`src/rtl/adder_pkg.sv`:
```
// Shared types and helpers for the sequential adder/subtractor.
package adder_pkg;

    localparam int unsigned DEF_WIDTH = 32;
    localparam int unsigned DEF_SLICE = 8;

    typedef enum logic [1:0] {
        IDLE = 2'd0,
        CALC = 2'd1,
        DONE = 2'd2
    } state_t;

    // Signed overflow: operands agree in sign but the result does not.
    function automatic logic signed_ovf(input logic a_msb, input logic b_msb, input logic r_msb);
        return (a_msb == b_msb) && (r_msb != a_msb);
    endfunction

endpackage

```
`src/rtl/adder_slice.sv`:
```
// Combinational W-bit add with carry in and carry out.
module adder_slice #(
    parameter int unsigned W = 8
) (
    input  logic [W-1:0] i_a,
    input  logic [W-1:0] i_b,
    input  logic         i_ci,
    output logic [W-1:0] o_s,
    output logic         o_co
);

    assign {o_co, o_s} = (W+1)'(i_a) + (W+1)'(i_b) + (W+1)'(i_ci);

endmodule

```
`src/rtl/seq_adder.sv`:
```
// Multi-cycle add/subtract, one SLICE-bit chunk per cycle with a registered carry.
// Optional signed saturation enabled by defining SEQ_ADDER_SAT_EN (adds sat_i).
module seq_adder
    import adder_pkg::*;
#(
    parameter int unsigned WIDTH = DEF_WIDTH,
    parameter int unsigned SLICE = DEF_SLICE
) (
    input  logic             clk_i,
    input  logic             rst_n_i,
    input  logic             valid_i,
    output logic             ready_o,
    input  logic [WIDTH-1:0] opr0_i,
    input  logic [WIDTH-1:0] opr1_i,
    input  logic             minus_i,
`ifdef SEQ_ADDER_SAT_EN
    input  logic             sat_i,
`endif
    output logic             valid_o,
    input  logic             ready_i,
    output logic [WIDTH-1:0] result_o,
    output logic             zero_flag_o,
    output logic             pos_flag_o,
    output logic             neg_flag_o,
    output logic             overflow_flag_o,
    output logic             carry_flag_o
);

    localparam int unsigned NSLICE = WIDTH / SLICE;
    localparam int unsigned CNT_W  = (NSLICE > 1) ? $clog2(NSLICE) : 1;
    localparam logic [CNT_W-1:0] LAST_CNT = CNT_W'(NSLICE - 1);

    state_t             r_state;
    state_t             w_next_state;
    logic [WIDTH-1:0]   r_a;
    logic [WIDTH-1:0]   r_b;
    logic [WIDTH-1:0]   r_acc;
    logic               r_carry;
    logic [CNT_W-1:0]   r_cnt;
`ifdef SEQ_ADDER_SAT_EN
    logic               r_sat;
`endif
    logic [WIDTH-1:0]   r_result;
    logic               r_zero;
    logic               r_pos;
    logic               r_neg;
    logic               r_ovf;
    logic               r_cy;

    logic [SLICE-1:0]   w_a_sl;
    logic [SLICE-1:0]   w_b_sl;
    logic [SLICE-1:0]   w_sum;
    logic               w_cout;
    logic               w_last;
    logic [WIDTH-1:0]   w_full;
    logic [WIDTH-1:0]   w_final;
    logic               w_ovf;

    assign w_a_sl = r_a[32'(r_cnt) * SLICE +: SLICE];
    assign w_b_sl = r_b[32'(r_cnt) * SLICE +: SLICE];
    assign w_last = (r_cnt == LAST_CNT);

    adder_slice #(.W(SLICE)) u_slice (
        .i_a  (w_a_sl),
        .i_b  (w_b_sl),
        .i_ci (r_carry),
        .o_s  (w_sum),
        .o_co (w_cout)
    );

    // Full result as it will look once the final (top) slice lands.
    always_comb begin
        w_full                   = r_acc;
        w_full[WIDTH-1 -: SLICE] = w_sum;
        w_ovf                    = signed_ovf(r_a[WIDTH-1], r_b[WIDTH-1], w_full[WIDTH-1]);
        w_final                  = w_full;
`ifdef SEQ_ADDER_SAT_EN
        if (r_sat && w_ovf) begin
            w_final = r_a[WIDTH-1] ? {1'b1, {(WIDTH-1){1'b0}}} : {1'b0, {(WIDTH-1){1'b1}}};
        end
`endif
    end

    always_ff @(posedge clk_i) begin
        if (!rst_n_i) begin
            r_state <= IDLE;
        end else begin
            r_state <= w_next_state;
        end
    end

    always_comb begin
        w_next_state = r_state;
        case (r_state)
            IDLE:    if (valid_i) w_next_state = CALC;
            CALC:    if (w_last)  w_next_state = DONE;
            DONE:    if (ready_i) w_next_state = IDLE;
            default: w_next_state = IDLE;
        endcase
    end

    // Operand capture, per-slice accumulation and final result/flag registers.
    always_ff @(posedge clk_i) begin
        if (!rst_n_i) begin
            r_a      <= '0;
            r_b      <= '0;
            r_acc    <= '0;
            r_carry  <= 1'b0;
            r_cnt    <= '0;
`ifdef SEQ_ADDER_SAT_EN
            r_sat    <= 1'b0;
`endif
            r_result <= '0;
            r_zero   <= 1'b0;
            r_pos    <= 1'b0;
            r_neg    <= 1'b0;
            r_ovf    <= 1'b0;
            r_cy     <= 1'b0;
        end else begin
            case (r_state)
                IDLE: begin
                    if (valid_i) begin
                        r_a     <= opr0_i;
                        r_b     <= minus_i ? ~opr1_i : opr1_i;
                        r_carry <= minus_i;
                        r_cnt   <= '0;
`ifdef SEQ_ADDER_SAT_EN
                        r_sat   <= sat_i;
`endif
                    end
                end
                CALC: begin
                    r_acc[32'(r_cnt) * SLICE +: SLICE] <= w_sum;
                    r_carry <= w_cout;
                    if (w_last) begin
                        r_cnt    <= '0;
                        r_result <= w_final;
                        r_zero   <= (w_final == '0);
                        r_pos    <= ~w_final[WIDTH-1];
                        r_neg    <= w_final[WIDTH-1];
                        r_ovf    <= w_ovf;
                        r_cy     <= w_cout;
                    end else begin
                        r_cnt    <= r_cnt + CNT_W'(1);
                    end
                end
                default: ;
            endcase
        end
    end

    assign ready_o         = (r_state == IDLE);
    assign valid_o         = (r_state == DONE);
    assign result_o        = r_result;
    assign zero_flag_o     = r_zero;
    assign pos_flag_o      = r_pos;
    assign neg_flag_o      = r_neg;
    assign overflow_flag_o = r_ovf;
    assign carry_flag_o    = r_cy;

endmodule

```
`config.mk`:
```
export PLATFORM = sky130hd
export DESIGN_NAME = seq_adder
export DESIGN_NICKNAME = d
export VERILOG_FILES = /design/src/rtl/adder_pkg.sv /design/src/rtl/adder_slice.sv /design/src/rtl/seq_adder.sv
export SDC_FILE = /design/constraint.sdc
export NUM_CORES = 1
export LEC_CHECK = 0
export ABC_AREA = 1
export CAP_MARGIN = 10
export CELL_PAD_IN_SITES_DETAIL_PLACEMENT = 1
export CELL_PAD_IN_SITES_GLOBAL_PLACEMENT = 1
export CORE_ASPECT_RATIO = 1.2
export CORE_MARGIN = 2
export CORE_UTILIZATION = 45
export DETAILED_ROUTE_END_ITERATION = 12
export DONT_BUFFER_PORTS = 1
export PLACE_DENSITY_LB_ADDON = 0.1
export RECOVER_POWER = 25
export SYNTH_ARGS = -nofsm -noshare
export SYNTH_HDL_FRONTEND = slang
export SYNTH_HIERARCHICAL = 1
export SYNTH_SLANG_ARGS = --single-unit
```
`constraint.sdc`:
```
create_clock -name clk_i -period 3.3 [get_ports clk_i]
set_input_delay 0.66 -clock clk_i [delete_from_list [all_inputs] [get_ports clk_i]]
set_output_delay 0.66 -clock clk_i [all_outputs]
set_load 0.02 [all_outputs]
```
==> key figures, run 1 <==
Setup path
  – Reg2reg setup slack: 0.27 ns
  – Crit. End Element: flop
  – WP data arrival: 3.37 ns
  – Max FO, Critical Path: 36
  – Crit path kind: flop to flop
  – Worst EP required: 3.64 ns
  – Startpoint types: flop

Route
  – Antenna Nets Post-Route: 0
  – Pre-Repair DR Iteration Count: 6
  – Via count: 4993
  – Vias/cell: 5.36
  – Initial detailed-routing violation count: 175
  – Residual DRC: 0
  – WL per Instance: 17.1 um
  – WL final: 15.9 mm

STA
  – Min Hold Slack: 0.371 ns
  – Setup-failing EPs final: 0
  – Setup TNS: 0 ns
  – Min Tclk post-route: 3.03 ns
  – Slew Limit Headroom: 20.4%
  – Worst slew pin tran: 1.19 ns
  – F_max: 330 MHz
  – Final hold vios: 0
  – Fin. max-slew vios: 0
  – RSZ-0062 raised after global routing: false
  – Final cycle utilization of the critical path: 91.8%
  – Worst Clk Skew: 0.00969 ns

Placed design
  – Hpwl dp: 11.3 mm
  – Port bufs: 0
  – Placed Instances: 901
  – GPL Wtd Cong: 0.860

Synthesis
  – Mapped Cells: 777
  – Top FF cell, synth: dfxtp_1
  – Net Count, Synth: 860
  – Seq/Total Area, Yosys: 44.4%
  – Mapped cell area: 5810 um^2
  – Yosys warns: 6
  – Synth top area share: 44.4%
  – Synth cell types: 29
  – Seq cells post-synth: 129
  – Top cell type by total area after synthesis: dfxtp_1
  – Asr flop ratio synth: 0%
  – Synth top area cells: dfxtp_1, nor2_1, o21ai_0, nand2_1, a21oi_1
  – EDFF count, synth: 0
  – Syn Area/Cell: 7.48 um^2

Global routing
  – Initial antenna violation count: 0
  – First-pass GRT wire length: 26.0 mm
  – GRT Overall Usage: 24.1%
  – Vias in the first global route: 5044
  – Global route total overflow: 0
  – Largest net degree at the start of global routing: 63

Final layout
  – Ant. Diodes: 0
  – Layout area overhead: 11.9%
  – Filler-free cell count of the finished design: 932
  – Post-Route Utilization: 51.5%
  – NumNets Final: 839
  – Share of layout cells above drive strength 1: 7.03%

Power and ir drop
  – Total power draw: 4390 uW
  – Pwr Density: 676 nW/um^2
  – Leakage power: 0.00255 uW
  – Max IR drop VDD: 319 uV

Min path
  – Hold crit path type: input pin to flop

Clock network
  – Number of buffers created by CTS: 17
  – CTS max path bufs: 2
  – H-tree depth: 4
  – Hold_buf cts: 0
  – CTS clk-pin slew, worst paths: 0.06 ns
  – Sink Count: 129
  – CTS tree: yes
  – Worst-Skew Late Latency: 0.41 ns
  – CTS root buf: clkbuf_16

Die
  – Io pins: 108
  – Rows: 45
  – Starting Density: 46.1%
  – Core ar.: 12600 um^2
  – Die area: 13800 um^2
  – Die H: 128 um
  – Width of the chip: 108 um

Flow run
  – MaxCap Viol Count: 0

Run status
  – Outcome: complete, no violations
-- cell families (layout without fill, tap and decap cells) --
| family | after synthesis | after routing | share of synthesized area (%) |
|---|---|---|---|
| AOI/OAI and AO/OA | 205 | 205 | 19.4 |
| adders and majority gates | 14 | 14 | 3.27 |
| buffers and inverters | 82 | 73 | 5.99 |
| xor gates and xnor gates | 35 | 35 | 5.28 |
| and+or+nand+nor | 312 | 312 | 21.6 |
| DFF | 129 | 129 | 44.4 |
-- power breakdown --
group / internal [uW] / switching (uW) / total (uW)
clock: 1300 / 676 / 1970
sequential: 1650 / 61.1 / 1710
combinational: 251 / 463 / 713
-- synthesized netlist by cell type, types with 3 or more instances --
master	count
nor2_1	170
dfxtp_1	129
nand2_1	115
o21ai_0	88
a21oi_1	64
xnor2_1	33
a211oi_1	31
clkbuf_1	29
inv_1	27
o22ai_1	16
nand3_1	15
buf_2	14
ha_1	12
buf_4	6
nand2_2	5
inv_2	3
o21ai_1	3
-- state kept, by name, summed over array words and instances (netlist names) --
name             flops
r_carry              1
r_acc               24
r_cnt                2
overflow_flag_o      1
pos_flag_o           1
r_state              2
r_a                 32
carry_flag_o         1
result_o            32
zero_flag_o          1
r_b                 32
-- critical path: stages (launching register included) --
cell and delay (ns):
dfxtp_1 0.33, buf_4 0.25, o21ai_0 0.25, o22ai_1 0.14, fa_1 0.45, fa_1 0.42
nand2_1 0.09, nand2_1 0.11, nand3b_4 0.10, nand2_1 0.07, nand2_1 0.06, nand2_1 0.06
inv_1 0.11, nand2_1 0.06, nor2_1 0.10, nand2_1 0.06, nor2_1 0.13, nor2_1 0.06
nor2_1 0.09
-- cell type report --
type / count / area (um^2)
Inverter: 31 / 120
Clock inverter: 10 / 159
Fill cell: 1582 / 6110
Multi-Input combinational cell: 566 / 2880
Sequential cell: 129 / 2580
Tap cell: 164 / 205
Timing Repair Buffer: 11 / 91.3
Clock buffer: 21 / 460
-- placed cells by master, fill, tap and decap left out, drive strengths merged, types with 22 or more instances in the layout --
| cell type | n |
|---|---|
| nor2 | 171 |
| dfxtp | 129 |
| nand2 | 120 |
| o21ai | 91 |
| a21oi | 64 |
| xnor2 | 33 |
| a211oi | 31 |
| inv | 30 |
| clkbuf | 22 |
-- per-layer routing --
layer / vias up / global-route usage [%] / share of wire, %
met5: - / 0 / 0
met4: 0 / 7.92 / 1.6
met3: 23 / 5.07 / 3.5
met2: 102 / 43.9 / 53
met1: 2345 / 28.1 / 42
li1: 2523 / - / -
-- repair_timing --
item | in CTS | in global routing
setup buffers | 0 | 0
gates resized for setup | 0 | 4
setup endpoints to repair | 0 | 3
-- per-stage QoR --
stage / setup WS, ns / area, um^2
floorplan: 0.434 / 5810
global placement: 0.498 / 5880
detailed placement: 0.283 / 5880
CTS: 0.202 / 6500
global route: 0.00361 / 6500
finish: 0.272 / 6500
-- worst paths after layout --
path,startpoint,endpoint,cells past startpoint
worst max-delay path,r_cnt[0]$_SDFFE_PN0P_,zero_flag_o$_SDFFE_PN0P_,18
worst min-delay path,rst_n_i,r_state[0]$_SDFFE_PN0P_,1
worst max register to register,r_cnt[0]$_SDFFE_PN0P_,zero_flag_o$_SDFFE_PN0P_,18
worst min register to register,r_acc[6]$_SDFFE_PN0P_,result_o[6]$_SDFFE_PN0P_,2
Note: power is estimated with default switching activity, not from simulation.
==> run 2, diff against run 1 <==
CORE_ASPECT_RATIO = 0.5   (was 1.2)
REMOVE_ABC_BUFFERS = 1   (was unset)
==> run 2 against run 1 <==
Net effect:
- maximum frequency decreased by 1.6%
- largest cell class unchanged
- wire length decreased by 3.8%
- sequential power about the same
- critical path type unchanged
- critical path depth decreased by 1
- setup slack got worse by 0.049 ns
- global-route usage decreased by 1.2 points
- via count decreased by 0.10%
- clock skew increased by 0.0051 ns
==> key figures, run 2 (same netlist as run 1, synthesis figures left out) <==
Run status
  – Outcome: complete, no violations

Clock network
  – Worst-Skew Late Latency: 0.42 ns (about the same)
  – CTS root buf: clkbuf_16
  – Sink Count: 129 (unchanged)
  – CTS clk-pin slew, worst paths: 0.06 ns (about the same)
  – CTS max path bufs: 2 (unchanged)
  – CTS tree: yes
  – Hold_buf cts: 0 (unchanged)
  – H-tree depth: 4 (unchanged)
  – Number of buffers created by CTS: 17 (unchanged)

Final layout
  – Layout area overhead: 11.5%
  – Commonest cells after routing, fill and taps aside: nor2_1, dfxtp_1, nand2_1
  – NumNets Final: 841 (+0.24%)
  – Ant. Diodes: 0 (unchanged)
  – Post-Route Utilization: 51.3% (-0.22 points)
  – Share of layout cells above drive strength 1: 7.52% (+0.49 points)
  – Most common cell after layout, fill and taps aside: nor2_1

Placed design
  – Port bufs: 0 (unchanged)
  – Hpwl dp: 10.5 mm (-6.4%)
  – GPL Wtd Cong: 0.830 (-3.5%)
  – Pre-CTS setup slack: 0.323 ns (+0.0404 ns)

Route
  – WL per Instance: 16.3 um (-4.7%)
  – Via count: 4988 (-0.10%)
  – Vias/cell: 5.30 (-1.1%)
  – Antenna Nets Post-Route: 0 (unchanged)
  – Pre-Repair DR Iteration Count: 5 (-1)
  – Initial detailed-routing violation count: 170 (-2.9%)
  – WL final: 15.3 mm (-3.8%)
  – Residual DRC: 0 (unchanged)

STA
  – Fin. max-slew vios: 0 (unchanged)
  – RSZ-0062 raised after global routing: false
  – F_max: 325 MHz (-1.6%)
  – Min Hold Slack: 0.377 ns (+0.00636 ns)
  – Setup-failing EPs final: 0 (unchanged)
  – Worst setup slack after layout: 0.223 ns (-0.0488 ns)
  – Min Tclk post-route: 3.08 ns (+0.0488 ns)
  – Worst slew pin tran: 1.35 ns (+0.153 ns)
  – Worst Clk Skew: 0.0148 ns (+0.00507 ns)
  – Slew Limit Headroom: 10.2% (-10 points)
  – Final hold vios: 0 (unchanged)
  – Final cycle utilization of the critical path: 93.2% (+1.5 points)

Setup path
  – Worst EP required: 3.58 ns (-0.06 ns)
  – CP peak stage delay: 0.48 ns (+0.03 ns)
  – Reg2reg path depth: 17 (-1)
  – Crit. End Element: flop
  – R2R Path End: zero_flag_o$_SDFFE_PN0P_
  – Startpoint types: flop
  – Max FO, Critical Path: 14 (-61%)
  – Reg-to-Reg Start: r_cnt[0]$_SDFFE_PN0P_
  – WP data arrival: 3.36 ns (about the same)
  – Reg2reg setup slack: 0.22 ns (-0.05 ns)
  – CP cell instances: buf_4 > clkinvlp_4 > o21ai_0 > o22ai_1 > fa_1 > fa_1 > nand2_1 > nand2_1 > nand2_1 > xnor2_1 > nor2_1 > nand2_1 > nor2_1 > nand2_1 > nor2_1 > nor2_1 > nor2_1
  – Crit path kind: flop to flop
  – Critical path's slowest cell: fa_1

Global routing
  – Initial antenna violation count: 0 (unchanged)
  – Vias in the first global route: 4958 (-1.7%)
  – GRT Overall Usage: 23.0% (-1.2 points)
  – Global route total overflow: 0 (unchanged)
  – First-pass GRT wire length: 24.8 mm (-4.5%)
  – Largest net degree at the start of global routing: 60 (-4.8%)

Die
  – Width of the chip: 165 um (+53%)
  – Core ar.: 12600 um^2 (+0.12%)
  – Die H: 84.4 um (-34%)
  – Io pins: 108 (unchanged)
  – Rows: 29 (-36%)
  – Die area: 13900 um^2 (+0.37%)
  – Starting Density: 46.0% (-0.055 points)

Power and ir drop
  – Max IR drop VDD: 273 uV (-14%)
  – Pwr Density: 661 nW/um^2 (-2.1%)
  – Leakage power: 0.00254 uW (-0.43%)

Min path
  – Hold path cells: 1 (unchanged)
  – Hold Crit Start: rst_n_i
  – Hold Path End: r_state[0]$_SDFFE_PN0P_
  – Hold crit path type: input pin to flop

Flow run
  – MaxCap Viol Count: 0 (unchanged)
-- run 2: how the worst max path moves through the flow --
stage	start	to	slack, ns	depth (start not counted)
2_1_floorplan	r_cnt[0]$_SDFFE_PN0P_	zero_flag_o$_SDFFE_PN0P_	-0.67	18
3_3_place_gp	r_cnt[0]$_SDFFE_PN0P_	zero_flag_o$_SDFFE_PN0P_	0.50	19
3_5_place_dp	r_cnt[0]$_SDFFE_PN0P_	zero_flag_o$_SDFFE_PN0P_	0.32	19
4_1_cts	r_cnt[0]$_SDFFE_PN0P_	zero_flag_o$_SDFFE_PN0P_	0.24	19
5_1_grt	r_cnt[0]$_SDFFE_PN0P_	zero_flag_o$_SDFFE_PN0P_	0.02	17
6_report	r_cnt[0]$_SDFFE_PN0P_	zero_flag_o$_SDFFE_PN0P_	0.22	17
-- run 2: final cells by class --
| cell class | instances | area [um^2] |
|---|---|---|
| inverter | 31 | 120 |
| sequential | 129 | 2580 |
| timing repair buffer | 13 | 95.1 |
| clock inverter | 12 | 133 |
| clock buffer | 20 | 457 |
| multi-input combinational | 566 | 2880 |
| fill | 1588 | 6150 |
| tap | 170 | 213 |
-- run 2: power by group --
group | switching [uW] | leakage, uW | internal (uW) | total [uW]
Sequential | 51.0 | 0.00106 | 1640 | 1700
Combinational | 471 | 0.00120 | 250 | 721
Clock | 715 | 0.000283 | 1150 | 1870
Total | 1240 | 0.00254 | 3050 | 4290
-- run 2: routing by layer --
metal,routed length (um),vias up,track usage [%]
met3,575,8,5.73
met4,75,0,5.30
met2,7120,85,38.2
met1,7540,2368,30.3
met5,0,-,0
li1,-,2527,-
-- run 2: worst max-delay path, delay by kind of cell (launching register included) --
kind	cells	cell delay, ns
compound gates	2	0.31
simple gates	10	0.78
fa+ha+maj	2	0.90
buf+inv	2	0.38
flops	1	0.30
xor+xnor	1	0.26
-- run 2: what timing repair did --
item,4_1_cts,5_1_grt
gates resized for setup,0,2
setup buffers,0,0
setup endpoints to repair,0,1
-- run 2: stage by stage --
| step | cell area [um^2] | power [uW] | cells | TNS, ns |
|---|---|---|---|---|
| floorplan | 5580 | 2230 | 726 | -9.24 |
| global placement | 5890 | 2420 | 909 | 0 |
| detailed placement | 5890 | 2440 | 909 | 0 |
| CTS | 6480 | 4320 | 941 | 0 |
| global route | 6480 | 4500 | 941 | 0 |
| finish | 6480 | 4290 | 941 | 0 |
==> edit: new RTL, settings of run 2 <==
Reset style: asynchronous (`rst_n_i`), changed in 2 clocked blocks.
--- a/src/rtl/seq_adder.sv
+++ b/src/rtl/seq_adder.sv
@@ -81,7 +81,7 @@
 `endif
     end
 
-    always_ff @(posedge clk_i) begin
+    always_ff @(posedge clk_i or negedge rst_n_i) begin
         if (!rst_n_i) begin
             r_state <= IDLE;
         end else begin
@@ -100,7 +100,7 @@
     end
 
     // Operand capture, per-slice accumulation and final result/flag registers.
-    always_ff @(posedge clk_i) begin
+    always_ff @(posedge clk_i or negedge rst_n_i) begin
         if (!rst_n_i) begin
             r_a      <= '0;
             r_b      <= '0;
Check against the original RTL: differs if rst_n_i is asserted again (counterexample within 4 cycles, from zero or initial values and one cycle with rst_n_i low); with rst_n_i held inactive, the same outputs for 10 cycles.
==> edit against run 2 <==
  * Largest cell class is now registers
  * Synthesized area grew 7.5%
  * Sequential cell count is the same
  * First-iteration DRC count grew 35%
  * The flow now finishes with violations (hold timing)
  * Worst setup slack gained 0.075 ns
  * Maximum frequency grew 2.5%
  * Sequential share of layout area grew 6.8 points
  * Cell area grew 6.9%
  * Wire length grew 1.2%
Power is not compared: it rests on default switching activity, and its combinational part moved more than twofold at a synthesized area within 25%.
==> edit: results (changes against run 2) <==
** Status
- Run status :: finished, violations left
- Violated checks :: hold timing

** Worst setup path
- Grouping stages by cell kind, the critical path spends the most delay in simple AND/OR/NAND/NOR gates.
- Arrival time at the worst endpoint :: 3.34 ns (-0.02 ns)
- The slowest stage of the critical path belongs to the cell dfrtp_2.
- FF-to-FF Start :: r_cnt[0]$_DFFE_PN0P_
- The cell count of the worst reg-to-reg path is 16 (-1).
- The largest single stage delay on the critical path is 0.49 ns.
- The worst setup slack for register-to-register paths is 0.30 ns (+0.07 ns).
- The worst register-to-register path ends at zero_flag_o$_DFFE_PN0P_.
- Crit Path Max Fanout :: 12 (-2)

** Yosys
- In the synthesized netlist the dominant register cell turns out to be dfrtp_1.
- Most numerous cell types in the synthesized netlist :: nand2_1 (264), dfrtp_1 (129), o21ai_0 (82), nor2_1 (52), xnor2_1 (34)
- The count of unique library cells instantiated by Yosys is 36 (+24%).
- Top post-synthesis cells by area :: dfrtp_1 (52%), nand2_1 (16%), o21ai_0 (6.6%), xnor2_1 (4.8%), nor2_1 (3.1%)
- The share of synthesized flip-flops with an asynchronous set or reset was 100% (+100 points).
- Avg Cell Area, Syn :: 8.57 µm² (+15%)
- Share of the yosys chip area belonging to registers :: 51.7% (+7.2 points)

** Place
- Placement Setup Slack :: 0.168 ns (-0.155 ns)
- Placed cell area :: 0.00632 mm² (+7.4%)
- The post-DP HPWL came to 10300 µm (-2.7%).
- The number of cells after detailed placement came to 892 (-1.9%).
- The routability-driven placement congestion ratio is 0.804 (-3.2%).

** Pwr
- Worst vdd rail ir drop :: 0.515 mV

** Timing
- Worst slack on hold paths :: -0.0658 ns (-0.443 ns)
- The transition time at the pin with the least slew margin was 0.652 ns (-0.696 ns).
- Final number of hold-violating endpoints :: 92 (+92)
- The share of the clock period used by the worst path after layout is 91.0% (-2.3 points).

** GRT
- Largest net degree at the start of global routing :: 130 (+120%)
- Global routing usage summed across all routing layers :: 22.6% (-0.40 points)
- First-pass GRT wire length :: 26000 µm (+4.5%)
- The number of global-route vias before repair was 5050 (+1.9%).

** Routing
- The total via count in the routed design is 4766 (-4.5%).
- Post-DR vias/cell :: 5.16 (-2.7%)
- TritonRoute pass-1 iters :: 4 (-1)
- The average wire length per cell after detail routing is 16.8 µm (+3.0%).

** Cells and area
- The antenna cell count came to 0 (unchanged).
- Number of nets in the finished design :: 802 (-4.6%)
- Layout cells sized above 1 :: 9.02% (+1.5 points)

** Clock network
- Clock insertion delay at the later pin of the skew report :: 0.42 ns (about the same)
- The clock-pin slew on the worst setup and hold paths is 0.06 ns (about the same).
- The number of CTS-inserted buffers is 17 (unchanged).

** Min path
- The tightest min-delay check is of the primary input to asynchronous set/reset pin type.
edit: cell types whose count changed after synthesis, moves of 31 or more:
cell	before	now
nor2_1	170	52
dfrtp_1	0	129
nand2_1	115	264
a211oi_1	31	0
a21oi_1	64	5
dfxtp_1	129	0
edit: layout make-up:
| type | count | area, µm² |
|---|---|---|
| clock buffer | 21 | 470 |
| clock inverter | 11 | 129 |
| fill | 1587 | 6630 |
| inverter | 30 | 116 |
| multi-input combinational | 532 | 2670 |
| sequential | 129 | 3230 |
| tap | 192 | 240 |
| timing repair buffer | 9 | 67.6 |
edit: logic make-up (layout without fill, tap and decap cells):
| family | count (synthesis) | count (layout) | synth area share, % |
|---|---|---|---|
| AO/OA/AOI/OAI | 138 | 138 | 12.1 |
| buffers and inverters | 68 | 71 | 5.57 |
| AND/OR/NAND/NOR | 345 | 345 | 22.8 |
| flip-flops | 129 | 129 | 51.7 |
| XOR/XNOR | 35 | 35 | 4.91 |
| adder cells (fa/ha/maj) | 14 | 14 | 3.04 |
edit: how the worst max path moves through the flow:
stage                                    endpoint
final                     zero_flag_o$_DFFE_PN0P_
after CTS                 zero_flag_o$_DFFE_PN0P_
after global placement    zero_flag_o$_DFFE_PN0P_
after detailed placement  zero_flag_o$_DFFE_PN0P_
after floorplan           zero_flag_o$_DFFE_PN0P_
after global routing      zero_flag_o$_DFFE_PN0P_
edit: where the power goes:
group,switching [W],internal [W]
logic,0.00291,0.00142
registers,0.000692,0.00228
clock network,0.000724,0.00118
edit: routing by layer:
metal	track usage, %	up-vias	wire, µm
li1	-	2324	-
met1	31.3	2338	7670
met2	35.4	84	7070
met3	4.73	20	553
met4	7.69	0	203
met5	0	-	0
edit: what timing repair did:
item                       4_1_cts  5_1_grt
hold endpoints to repair       129      129
setup endpoints to repair        0        1
gates resized for setup          0        1
